--- config.mk ---
export PLATFORM = sky130hd
export DESIGN_NAME = vga_sync_rx
export DESIGN_NICKNAME = d
export VERILOG_FILES = /design/src/rtl/vga_sync_rx.sv
export SDC_FILE = /design/constraint.sdc
export NUM_CORES = 1
export LEC_CHECK = 0
export CORE_MARGIN = 2
export CORE_UTILIZATION = 40
export CTS_CLUSTER_SIZE = 25
export DETAILED_ROUTE_END_ITERATION = 8
export GPL_TIMING_DRIVEN = 0
export PLACE_DENSITY = 0.6
export SLEW_MARGIN = 10
export SYNTH_ARGS = -nofsm -noshare
export SYNTH_HDL_FRONTEND = slang
export SYNTH_SLANG_ARGS = --single-unit
export TNS_END_PERCENT = 20
--- constraint.sdc ---
create_clock -name clk -period 5.8 [get_ports clk]
set_input_delay 1.16 -clock clk [delete_from_list [all_inputs] [get_ports clk]]
set_output_delay 1.16 -clock clk [all_outputs]
set_load 0.01 [all_outputs]
--- src/rtl/vga_sync_rx.sv ---
// vga_sync_rx: VGA timing receiver that measures line/frame totals, tracks raster lock and recovers x/y.
// Optional active-pixel frame CRC is built when VGA_RX_CRC_EN is defined.
module vga_sync_rx #(
  parameter int SYNC_POL    = 0,
  parameter int LOCK_FRAMES = 2,
  parameter int HW          = 11,
  parameter int VW          = 10
) (
  input  logic          clk,
  input  logic          rst_n,
  input  logic          hsync,
  input  logic          vsync,
  input  logic          de,
  input  logic [5:0]    rgb,
  output logic [9:0]    x,
  output logic [9:0]    y,
  output logic          de_o,
  output logic          line_start,
  output logic          frame_start,
  output logic [HW-1:0] h_total,
  output logic [VW-1:0] v_total,
  output logic          locked,
  output logic          err,
  output logic [15:0]   frame_crc
);
  typedef enum logic [1:0] {SEARCH, MEASURE, LOCKED} state_t;
  localparam logic POL = 1'(SYNC_POL);
  state_t state, state_n;
  logic hs_r, vs_r, hs_p, vs_p, de_r, hs_e, vs_e, to, line_act;
  logic h_first, h_first_n, h_bad, h_bad_n, h_bad_now;
  logic [HW-1:0] h_cnt, per, h_total_n;
  logic [VW-1:0] v_cnt, frame, v_total_n;
  logic [3:0] match_cnt, match_n;
  assign hs_e        = hs_r & ~hs_p;
  assign vs_e        = vs_r & ~vs_p;
  assign line_start  = hs_e;
  assign frame_start = vs_e;
  assign de_o        = de_r;
  assign per         = &h_cnt ? h_cnt : h_cnt + 1'b1;
  assign frame       = &v_cnt ? v_cnt : v_cnt + VW'(hs_e);
  assign to          = &h_cnt & ~hs_e;
  assign h_bad_now   = h_bad | (hs_e & ~h_first & (per != h_total));
  assign locked      = state_n == LOCKED;
  always_comb begin
    state_n   = state;
    h_total_n = h_total;
    v_total_n = v_total;
    match_n   = match_cnt;
    h_bad_n   = h_bad;
    h_first_n = h_first;
    err       = 1'b0;
    case (state)
      SEARCH: if (vs_e && !to) begin
        // first measured frame must always become the new reference
        state_n   = MEASURE;
        h_bad_n   = 1'b1;
        h_first_n = 1'b1;
        match_n   = '0;
      end
      MEASURE: begin
        if (hs_e) begin
          h_total_n = per;
          h_first_n = 1'b0;
          h_bad_n   = h_bad_now;
        end
        if (vs_e) begin
          h_bad_n   = 1'b0;
          h_first_n = 1'b1;
          if (frame == v_total && !h_bad_now) begin
            match_n = match_cnt + 4'd1;
            // the reference frame counts as the first of LOCK_FRAMES
            if (match_n >= 4'(LOCK_FRAMES - 1)) state_n = LOCKED;
          end else begin
            v_total_n = frame;
            match_n   = '0;
          end
        end
        if (to) state_n = SEARCH;
      end
      LOCKED: if ((hs_e && per != h_total) || (vs_e && frame != v_total) || to) begin
        err     = 1'b1;
        state_n = SEARCH;
      end
      default: state_n = SEARCH;
    endcase
  end
  always_ff @(posedge clk or negedge rst_n)
    if (!rst_n) begin
      hs_r      <= 1'b0;
      vs_r      <= 1'b0;
      hs_p      <= 1'b0;
      vs_p      <= 1'b0;
      de_r      <= 1'b0;
      state     <= SEARCH;
      h_cnt     <= '0;
      v_cnt     <= '0;
      h_total   <= '0;
      v_total   <= '0;
      match_cnt <= '0;
      h_bad     <= 1'b0;
      h_first   <= 1'b0;
      line_act  <= 1'b0;
      x         <= '0;
      y         <= '0;
    end else begin
      hs_r      <= hsync == POL;
      vs_r      <= vsync == POL;
      hs_p      <= hs_r;
      vs_p      <= vs_r;
      de_r      <= de;
      state     <= state_n;
      h_cnt     <= hs_e ? '0 : per;
      v_cnt     <= vs_e ? '0 : frame;
      h_total   <= h_total_n;
      v_total   <= v_total_n;
      match_cnt <= match_n;
      h_bad     <= h_bad_n;
      h_first   <= h_first_n;
      line_act  <= hs_e ? 1'b0 : line_act | de_r;
      x         <= hs_e ? '0 : de_r ? x + 10'd1 : x;
      y         <= vs_e ? '0 : (hs_e && line_act) ? y + 10'd1 : y;
    end
`ifdef VGA_RX_CRC_EN
  logic [5:0] rgb_r;
  logic [15:0] crc;
  function automatic logic [15:0] crc_step(input logic [15:0] c, input logic [7:0] b);
    logic [15:0] r;
    r = c;
    for (int i = 7; i >= 0; i--) r = {r[14:0], 1'b0} ^ ((r[15] ^ b[i]) ? 16'h1021 : 16'h0000);
    return r;
  endfunction
  always_ff @(posedge clk or negedge rst_n)
    if (!rst_n) begin
      rgb_r     <= '0;
      crc       <= 16'hFFFF;
      frame_crc <= '0;
    end else begin
      rgb_r     <= rgb;
      crc       <= vs_e ? 16'hFFFF : de_r ? crc_step(crc, {2'b00, rgb_r}) : crc;
      frame_crc <= vs_e ? crc : frame_crc;
    end
`else
  logic [5:0] unused_rgb;
  assign unused_rgb = rgb;
  assign frame_crc  = 16'h0000;
`endif
endmodule

==> results, run 1 <==
- Among all cell types in the netlist, the one instantiated most often is sky130_fd_sc_hd__dfrtp_1.
- The critical path startpoint is hs_p$_DFF_PN0_.
- The number of diodes is 0.
- The synthesized flop and latch total is 76.
- Cells fill 50.9% of the core in the end.
- The global route total overflow is 0.
- The post-route minimum period is 5.47 ns.
- In this design, the stage delay of the slowest critical-path cell is 0.54 ns.
- Global routing consumed, on the met1 layer, 24.4% of the routing resources.
- The post-layout instance area is 5570 sq um.
- The count of final hold-check violations is 0.
- The worst slew margin relative to its limit is 59.2%.
- The count of buffers inserted at the top-level ports is 50.
- The floorplan die height is 110 um.
- In this run the remaining antenna-violating nets after routing total 0.
- For the final database, setup skew stands at 0.00656 ns.
- For this configuration, the core starts out at a cell density of 41.4%.
- The setup check on the worst reg-to-reg path leaves a slack of 2.16 ns.
- Setup violations remaining at the end of the flow were counted as 0.
- During synthesis, Yosys emitted a total of 0 warnings.
- The critical path required time is 4.64 ns.
- The first global-routing pass estimated 17400 um of wire.
- Clock-pin slew was measured on the worst setup and hold paths at 0.06 ns.
- The type of origin of the critical path is a register.
- The library cell appearing most often on the critical path is sky130_fd_sc_hd__nor4_4.
- The async set or reset register ratio after synthesis is 100%.
- In this run, distinct cell masters in the synthesized netlist total 74.
- Sorting the synthesized cells by area gives the leading types as sky130_fd_sc_hd__dfrtp_1 (42%), sky130_fd_sc_hd__nor2_1 (4.5%), sky130_fd_sc_hd__buf_4 (3.5%).
- The depth of the worst hold-timing path is 0.
- Summed over all layers, the routed wires come to 10400 um.
- The critical path goes through nand2b_1 -> inv_4 -> buf_4 -> ha_1 -> buf_2 -> nand4_1 -> o211a_1 -> a221oi_1 -> o2111ai_1 -> nor4_4 -> o211ai_4 -> nor4_4 -> a32o_1 -> clkdlybuf4s50_1.
- The fraction of met2 tracks used by global routing is 26.1%.
- For this design the static power due to leakage is 2.42 nW.
- The area share of the leading cell type in the synthesized netlist is 42.0%.
- The setup slack after layout is 0.333 ns.
- The clock latency reported for the late side of the worst-skew pair is 0.34 ns.
- The post-route netlist has 14.0% of its cells at a drive strength greater than 1.
- The worst setup path is of the reg -> out kind.
- Global routing used 17.4% of the available tracks.
- After detailed routing, the number of remaining DRC violations is 0.
- The worst hold path class is reg -> reg.
- For this design, the slowest cell found on the critical path is sky130_fd_sc_hd__clkdlybuf4s50_1.
- For this design, the sink count on the clock tree is 76.
- After detailed placement, the total cell area comes to 5290 sq um.
- The HPWL reported at the end of detailed placement is 7500 um.
- The quantity of hold-fixing buffers added after cts is 0.
- After synthesis, the most frequently instantiated cells are sky130_fd_sc_hd__dfrtp_1 (76), sky130_fd_sc_hd__nor2_1 (54), sky130_fd_sc_hd__nand2_1 (42).
- The worst reg2reg path depth is 14.
- The length of the first detailed-routing pass in iterations is 4.
- The met3 routing resource usage after global routing is 4.56%.
- The area enclosed by the die boundary is 12200 sq um.
- The fraction of the cycle the final worst path needs is 94.3%.
- The sort of element at the end of the critical path is a primary output.
- Across the run, the number of max-cap violations was 0.
- Counting flops with a built-in enable in the synthesized netlist gives 0.
- The die is 110 um wide.
- For the pin with the worst max-slew slack, the measured transition is 0.611 ns.
- The commonest register cell after synthesis is sky130_fd_sc_hd__dfrtp_1.
- The core area is 10900 sq um.
- The overall via count from detail_route is 3648.
- After synthesis the cells add up to 4530 sq um.
- The fmax is 183 MHz.
- The number of buffers inserted during clock tree synthesis is 9.
- The routability-driven placement congestion ratio is 0.860.
- The sequential share of the synthesized area is 42.0%.
- The flow ran to the end, and the final reports show no timing, DRC or antenna violations.
- The total number of nets in the final design is 571.
- The worst flop-to-flop path startpoint is hs_p$_DFF_PN0_.
- The buffer depth of the longest clock path is 2.
- The pin count of the biggest net entering global routing is 58.
- The power density over the cells is 301 nW/um^2.
- The H-tree was split into 3 levels.
- Compared with the post-synthesis result, the final layout area differs by 23.0%.
- The worst hold path begins at hs_r$_DFF_PN0_.
- The largest total area in the synthesized netlist belongs to sky130_fd_sc_hd__dfrtp_1.
- The final-report max-slew violation count is 0.
- The via count of the first global-routing pass is 3497.
- VDD sags by at most 148 uV.
- Hold is met by 0.385 ns.
- Dividing the detail-routed wire length by the instance count gives 15.0 um.
- The row count is 38.
- In this run, the number of DRC markers left after iteration 0 of detailed routing was 197.
- The arrival time of data at the critical path endpoint is 4.31 ns.
- The count of pins on the block boundary is 73.
- Clock tree synthesis selected as its root buffer the cell sky130_fd_sc_hd__clkbuf_16.
- In the routed layout, each cell is associated on average with a via count of 5.24.
- A synthesized cell averages 9.56 sq um.
- Setup repair after global routing left no endpoint under its margin.
- The initial antenna violation count is 0.
- The routing layer with the top usage in global route is met2.
- TritonCTS built the clock tree.
- The minimum setup slack after placement is -0.243 ns.
- Along the worst path, the maximum fanout reaches 12.
- The synthesized instance count is 474.
[power by group]
group	internal (W)	leakage (nW)	switching, W
combinational	0.000239	1.28	0.000263
clock	0.000296	0.125	0.000211
sequential	0.000594	1.02	0.0000747
[worst max-delay path: cells and delay by family, from the launching register on]
family	cells	cell delay [ns]
and+or+nand+nor	4	1.12
adders and majority gates	1	0.18
buffers and inverters	4	1.14
DFF	1	0.35
AOI/OAI and AO/OA	5	1.16
[state kept, by name (all words and copies together), names as in the netlist]
name and flops:
state 2, h_cnt 11, h_bad 1, v_cnt 10, h_total 11, line_act 1
x 10, h_first 1, de_o 1, match_cnt 4, vs_r 1, y 10
vs_p 1, hs_p 1, hs_r 1, v_total 10
[cell families (layout without fill, tap and decap cells)]
logic type / count (synthesis) / after routing / share of synthesized area [%]
muxes: 14 / 14 / 3.56
AOI/OAI and AO/OA: 98 / 98 / 15.6
adders and majority gates: 7 / 7 / 1.93
other: 1 / 16 / 0.0828
and+or+nand+nor: 187 / 187 / 23.1
xor gates and xnor gates: 29 / 29 / 5.61
DFF: 76 / 76 / 42.0
buffers and inverters: 62 / 129 / 8.12
[layout by cell type (no fill, tap or decap), types with 12 or more instances in the layout]
cell,count
sky130_fd_sc_hd__nor2_1,54
sky130_fd_sc_hd__inv_1,20
sky130_fd_sc_hd__nand2_1,42
sky130_fd_sc_hd__buf_4,26
sky130_fd_sc_hd__nor3_1,12
sky130_fd_sc_hd__clkdlybuf4s50_1,49
sky130_fd_sc_hd__a21oi_1,15
sky130_fd_sc_hd__conb_1,16
sky130_fd_sc_hd__nand3_1,15
sky130_fd_sc_hd__xor2_1,16
sky130_fd_sc_hd__o21ai_0,26
sky130_fd_sc_hd__xnor2_1,13
sky130_fd_sc_hd__dfrtp_1,76
[metrics by stage]
step,std cells,total power (W),TNS [ns]
final,696,0.00168,0
after global routing,696,0.00178,0
after CTS,693,0.00169,0
after detailed placement,680,0.00118,-0.243
after global placement,679,0.00116,-0.208
after floorplan,489,0.000999,0
[timing repair]
item,in CTS,in global routing
setup endpoints to repair,2,1
resized for setup,3,2
setup buffers,0,3
pin swaps,0,2
[layout make-up]
type | count | area, sq um
clock inverters | 2 | 12.5
repair buffers | 54 | 548
well taps | 140 | 175
flip-flops and latches | 76 | 1900
multi-input cells | 351 | 2320
fillers | 1028 | 5370
plain buffers | 40 | 289
clock buffers | 12 | 246
inverters | 21 | 81.3
[final timing paths]
kind | end
max in group asynchronous | h_total[2]$_DFFE_PN0P_
min in group asynchronous | v_cnt[5]$_DFF_PN0_
max | locked
max reg2reg | v_total[6]$_DFFE_PN0P_
min | hs_p$_DFF_PN0_
min reg2reg | hs_p$_DFF_PN0_
[metal layers]
layer	part of all wire (%)	vias to the layer above
met2	45	78
met3	4.8	12
li1	-	1834
met4	1.7	0
met1	49	1724
met5	0	-
Power figures use the tool's default switching activity.
==> run 2: changes to the inputs <==
==> constraint.sdc (replaced) <==
create_clock -name clk -period 7 [get_ports clk]
set_input_delay 1.4 -clock clk [delete_from_list [all_inputs] [get_ports clk]]
set_output_delay 1.4 -clock clk [all_outputs]
set_load 0.01 [all_outputs]
==> run 2 against run 1 <==
Effect of this change: first-iteration DRC count down 13%; critical path type unchanged; largest cell class unchanged; combinational power down 19%; final cell count down 0.29%; register-to-register slack better by 0.54 ns; hold slack worse by 0.00051 ns.
==> results, run 2 (same netlist as run 1, synthesis figures left out) <==
- Result of the run: finished, final reports clean (unchanged).
- The number of buffers and inverters on the critical path is 5 (was 4).
- The clock root buffer was sky130_fd_sc_hd__clkbuf_16 (unchanged).
- Leading cell types in the layout, fill and taps excluded: sky130_fd_sc_hd__dfrtp_1 (76), sky130_fd_sc_hd__nor2_1 (54), sky130_fd_sc_hd__clkdlybuf4s50_1 (49), sky130_fd_sc_hd__nand2_1 (42), sky130_fd_sc_hd__o21ai_0 (26) (was sky130_fd_sc_hd__dfrtp_1 (76), sky130_fd_sc_hd__nor2_1 (54), sky130_fd_sc_hd__clkdlybuf4s50_1 (49), sky130_fd_sc_hd__nand2_1 (42)).
- The fraction of final layout cells with drive strength greater than 1 is 13.4% (was 14.0%).
- The arrival time of data at the critical path endpoint is 4.96 ns (was 4.31 ns).
- The global-route wire length before repair is 17500 um (was 17400 um).
- The clock-pin transition on the worst setup and hold timing paths is 0.06 ns (about the same).
- The post-CTS setup repair buffer count is 0 (unchanged).
- The cell family contributing the most delay on the critical path was buffers and inverters (was compound AO/OA/AOI/OAI gates).
- The global router's overall resource usage is 17.4% (about the same).
- The initial DRC count is 172 (was 197).
- The count of final hold-check violations is 0 (unchanged).
- The switching share of total power is 32.8% (was 32.7%).
- The floorplan die height is 110 um (unchanged).
- The area enclosed by the die boundary was 12200 sq um (unchanged).
- The library cell appearing most often on the critical path is sky130_fd_sc_hd__nor4_4 (unchanged).
- The reported net switching power is 0.000453 W (was 0.000549 W).
- The global route total overflow is 0 (unchanged).
- The stage delay of the slowest cell on the critical path is 0.54 ns (about the same).
- The die width is 110 um (unchanged).
- The row count is 38 (unchanged).
- The routability-driven placement congestion ratio came to 0.860 (unchanged).
- The type of origin of the critical path is a register (unchanged).
- The maximum fanout along the worst path was 12 (unchanged).
- The combinational cell fraction of total power is 29.5% (was 29.9%).
- The worst slew margin relative to its limit is 61.0% (was 59.2%).
- The fmax is 157 MHz.
- The area added between synthesis and finish is 22.5% (was 23.0%).
- The quantity of hold-fixing buffers added after cts is 0 (unchanged).
- The length of the first detailed-routing pass in iterations is 4 (unchanged).
- The final worst clock skew was 0.00667 ns (was 0.00656 ns).
- The number of max-capacitance violations reported is 0 (unchanged).
- The sort of element at the end of the critical path is a primary output (unchanged).
- CP cell instances: nand2b_1 -> inv_1 -> clkbuf_1 -> clkbuf_2 -> ha_1 -> buf_2 -> nand4_1 -> o211a_1 -> a221oi_1 -> o2111ai_1 -> nor4_4 -> o211ai_4 -> nor4_4 -> a32o_1 -> clkdlybuf4s50_1 (was nand2b_1 -> inv_4 -> buf_4 -> ha_1 -> buf_2 -> nand4_1 -> o211a_1 -> a221oi_1 -> o2111ai_1 -> nor4_4 -> o211ai_4 -> nor4_4 -> a32o_1 -> clkdlybuf4s50_1).
- The pin count of the biggest net entering global routing came to 58 (unchanged).
- The initial antenna violation count was 0 (unchanged).
- The remaining antenna violation count after routing is 0 (unchanged).
- The buffer depth of the longest clock path is 2 (unchanged).
- The worst supply voltage drop on vdd is 128 uV (was 148 uV).
- The slew at the pin with the worst max-slew slack is 0.585 ns (was 0.611 ns).
- The wire length after detailed routing came to 10400 um (about the same).
- The number of sinks on the clock net came to 76 (unchanged).
- The number of buffers inserted during clock tree synthesis is 9 (unchanged).
- The initial standard-cell utilization of the core came to 41.4% (unchanged).
- The total of endpoints with negative setup slack in the final report is 0 (unchanged).
- The power density over the cells is 249 nW/um^2 (was 301 nW/um^2).
- The critical path required time is 5.60 ns (was 4.64 ns).
- The count of pins on the block boundary is 73 (unchanged).
- After layout, the worst path uses 90.9% of the clock period.
- The type of the worst setup path is reg -> out (unchanged).
- The count of buffers inserted at the top-level ports is 50 (unchanged).
- The TritonCTS clock tree is done (unchanged).
- The total number of nets in the final design came to 569 (was 571).
- The hold slack is 0.384 ns (was 0.385 ns).
- The number of diodes was 0 (unchanged).
- The overall via count from detail_route is 3653 (was 3648).
- The most common cell after layout, fill and taps aside was sky130_fd_sc_hd__dfrtp_1 (unchanged).
- The H-tree depth came to 3 (unchanged).
- The portion of total power attributed to sequential cells is 40.1% (was 39.9%).
- The part of the power in the clock network is 30.3% (was 30.2%).
- The number of remaining DRC errors is 0 (unchanged).
- The core area came to 10900 sq um (unchanged).
- The average routed wire per standard cell is 15.0 um (about the same).
- The slowest cell on the critical path is sky130_fd_sc_hd__clkdlybuf4s50_1 (unchanged).
- The HPWL reported at the end of detailed placement is 7500 um (unchanged).
- The leakage power is 2.41 nW (was 2.42 nW).
- The final-report max-slew violation count is 0 (unchanged).
- The internal portion of total power is 0.000930 W (was 0.00113 W).
- The detail-routed via count per cell was 5.26 (was 5.24).
- The setup total negative slack is 0 ns (unchanged).
- The via count of the first global-routing pass is 3503 (was 3497).
- Setup repair after global routing missed its margin: false (unchanged).
- The worst hold path class is reg -> reg (unchanged).
- Leading registers by flop count: h_cnt x11, h_total x11 (unchanged).
- The count of fill cells added during filler insertion is 1029 (was 1028).
- The clock latency reported for the late side of the worst-skew pair came to 0.34 ns (about the same).
- The post-route minimum period is 6.36 ns.
## run 2: cell count changes in the layout (fill, tap and decap cells not counted)
cell and delta:
sky130_fd_sc_hd__buf_4 -4, sky130_fd_sc_hd__clkbuf_1 +1, sky130_fd_sc_hd__clkbuf_2 +1, sky130_fd_sc_hd__inv_1 +1, sky130_fd_sc_hd__inv_4 -1
## run 2: cell type report
cell class	instances	area, sq um	share of cell area (%)
multi-input cells	351	2320	41.8
flip-flops and latches	76	1900	34.3
repair buffers	51	526	9.47
plain buffers	41	290	5.23
clock buffers	12	246	4.44
well taps	140	175	3.16
inverters	21	78.8	1.42
clock inverters	2	12.5	0.226
## run 2: worst paths after layout
check                               start                      to  slack [ns]  cells past startpoint
setup / recovery           hs_p$_DFF_PN0_                  locked        0.64                     15
hold / removal             hs_r$_DFF_PN0_          hs_p$_DFF_PN0_        0.38                      0
setup reg to reg           hs_p$_DFF_PN0_  v_total[6]$_DFFE_PN0P_        2.70                     15
hold reg to reg            hs_r$_DFF_PN0_          hs_p$_DFF_PN0_        0.38                      0
max in group asynchronous           rst_n  h_total[2]$_DFFE_PN0P_        5.48                      2
min in group asynchronous           rst_n      v_cnt[5]$_DFF_PN0_        0.95                      1
## run 2: through the flow
step | cells | setup slack (ns) | cell area, sq um | util, % | power, W
after floorplan | 489 | 2.12 | 4590 | - | 0.000828
after global placement | 679 | 0.752 | 5260 | 48.1 | 0.000964
after detailed placement | 680 | 0.717 | 5290 | 48.3 | 0.000974
after CTS | 694 | 0.336 | 5550 | 50.7 | 0.00140
after global routing | 694 | 0.221 | 5550 | 50.7 | 0.00147
final | 694 | 0.636 | 5550 | 50.7 | 0.00138
## run 2: timing repair
item / 4_1_cts / 5_1_grt
setup endpoints to repair: 0 / 1
resized for setup: 0 / 2
endpoints found under the hold margin: 0 / 0
## run 2: power groups by stage
stage / clock network, W / logic [W] / registers (W)
final: 0.000419 / 0.000408 / 0.000555
after CTS: 0.000433 / 0.000413 / 0.000554
after detailed placement: 0 / 0.000412 / 0.000561
after floorplan: 0 / 0.000268 / 0.000560
after global placement: 0 / 0.000405 / 0.000559
after global routing: 0.000452 / 0.000452 / 0.000564
## run 2: worst register-to-register path, delay by kind of cell (launching register included)
family / cells / cell delay [ns]
multiplexers: 1 / 0.30
buffers and inverters: 5 / 1.23
AO/OA/AOI/OAI: 4 / 1.03
AND/OR/NAND/NOR: 4 / 1.06
flip-flops: 1 / 0.35
adder cells (fa/ha/maj): 1 / 0.23
## run 2: layer usage
metal | wire length (um) | vias up | track usage (%)
met5 | 0 | - | 0
met4 | 178 | 0 | 5.83
met3 | 464 | 12 | 4.56
met2 | 4670 | 88 | 26.2
met1 | 5090 | 1723 | 24.4
li1 | - | 1830 | -
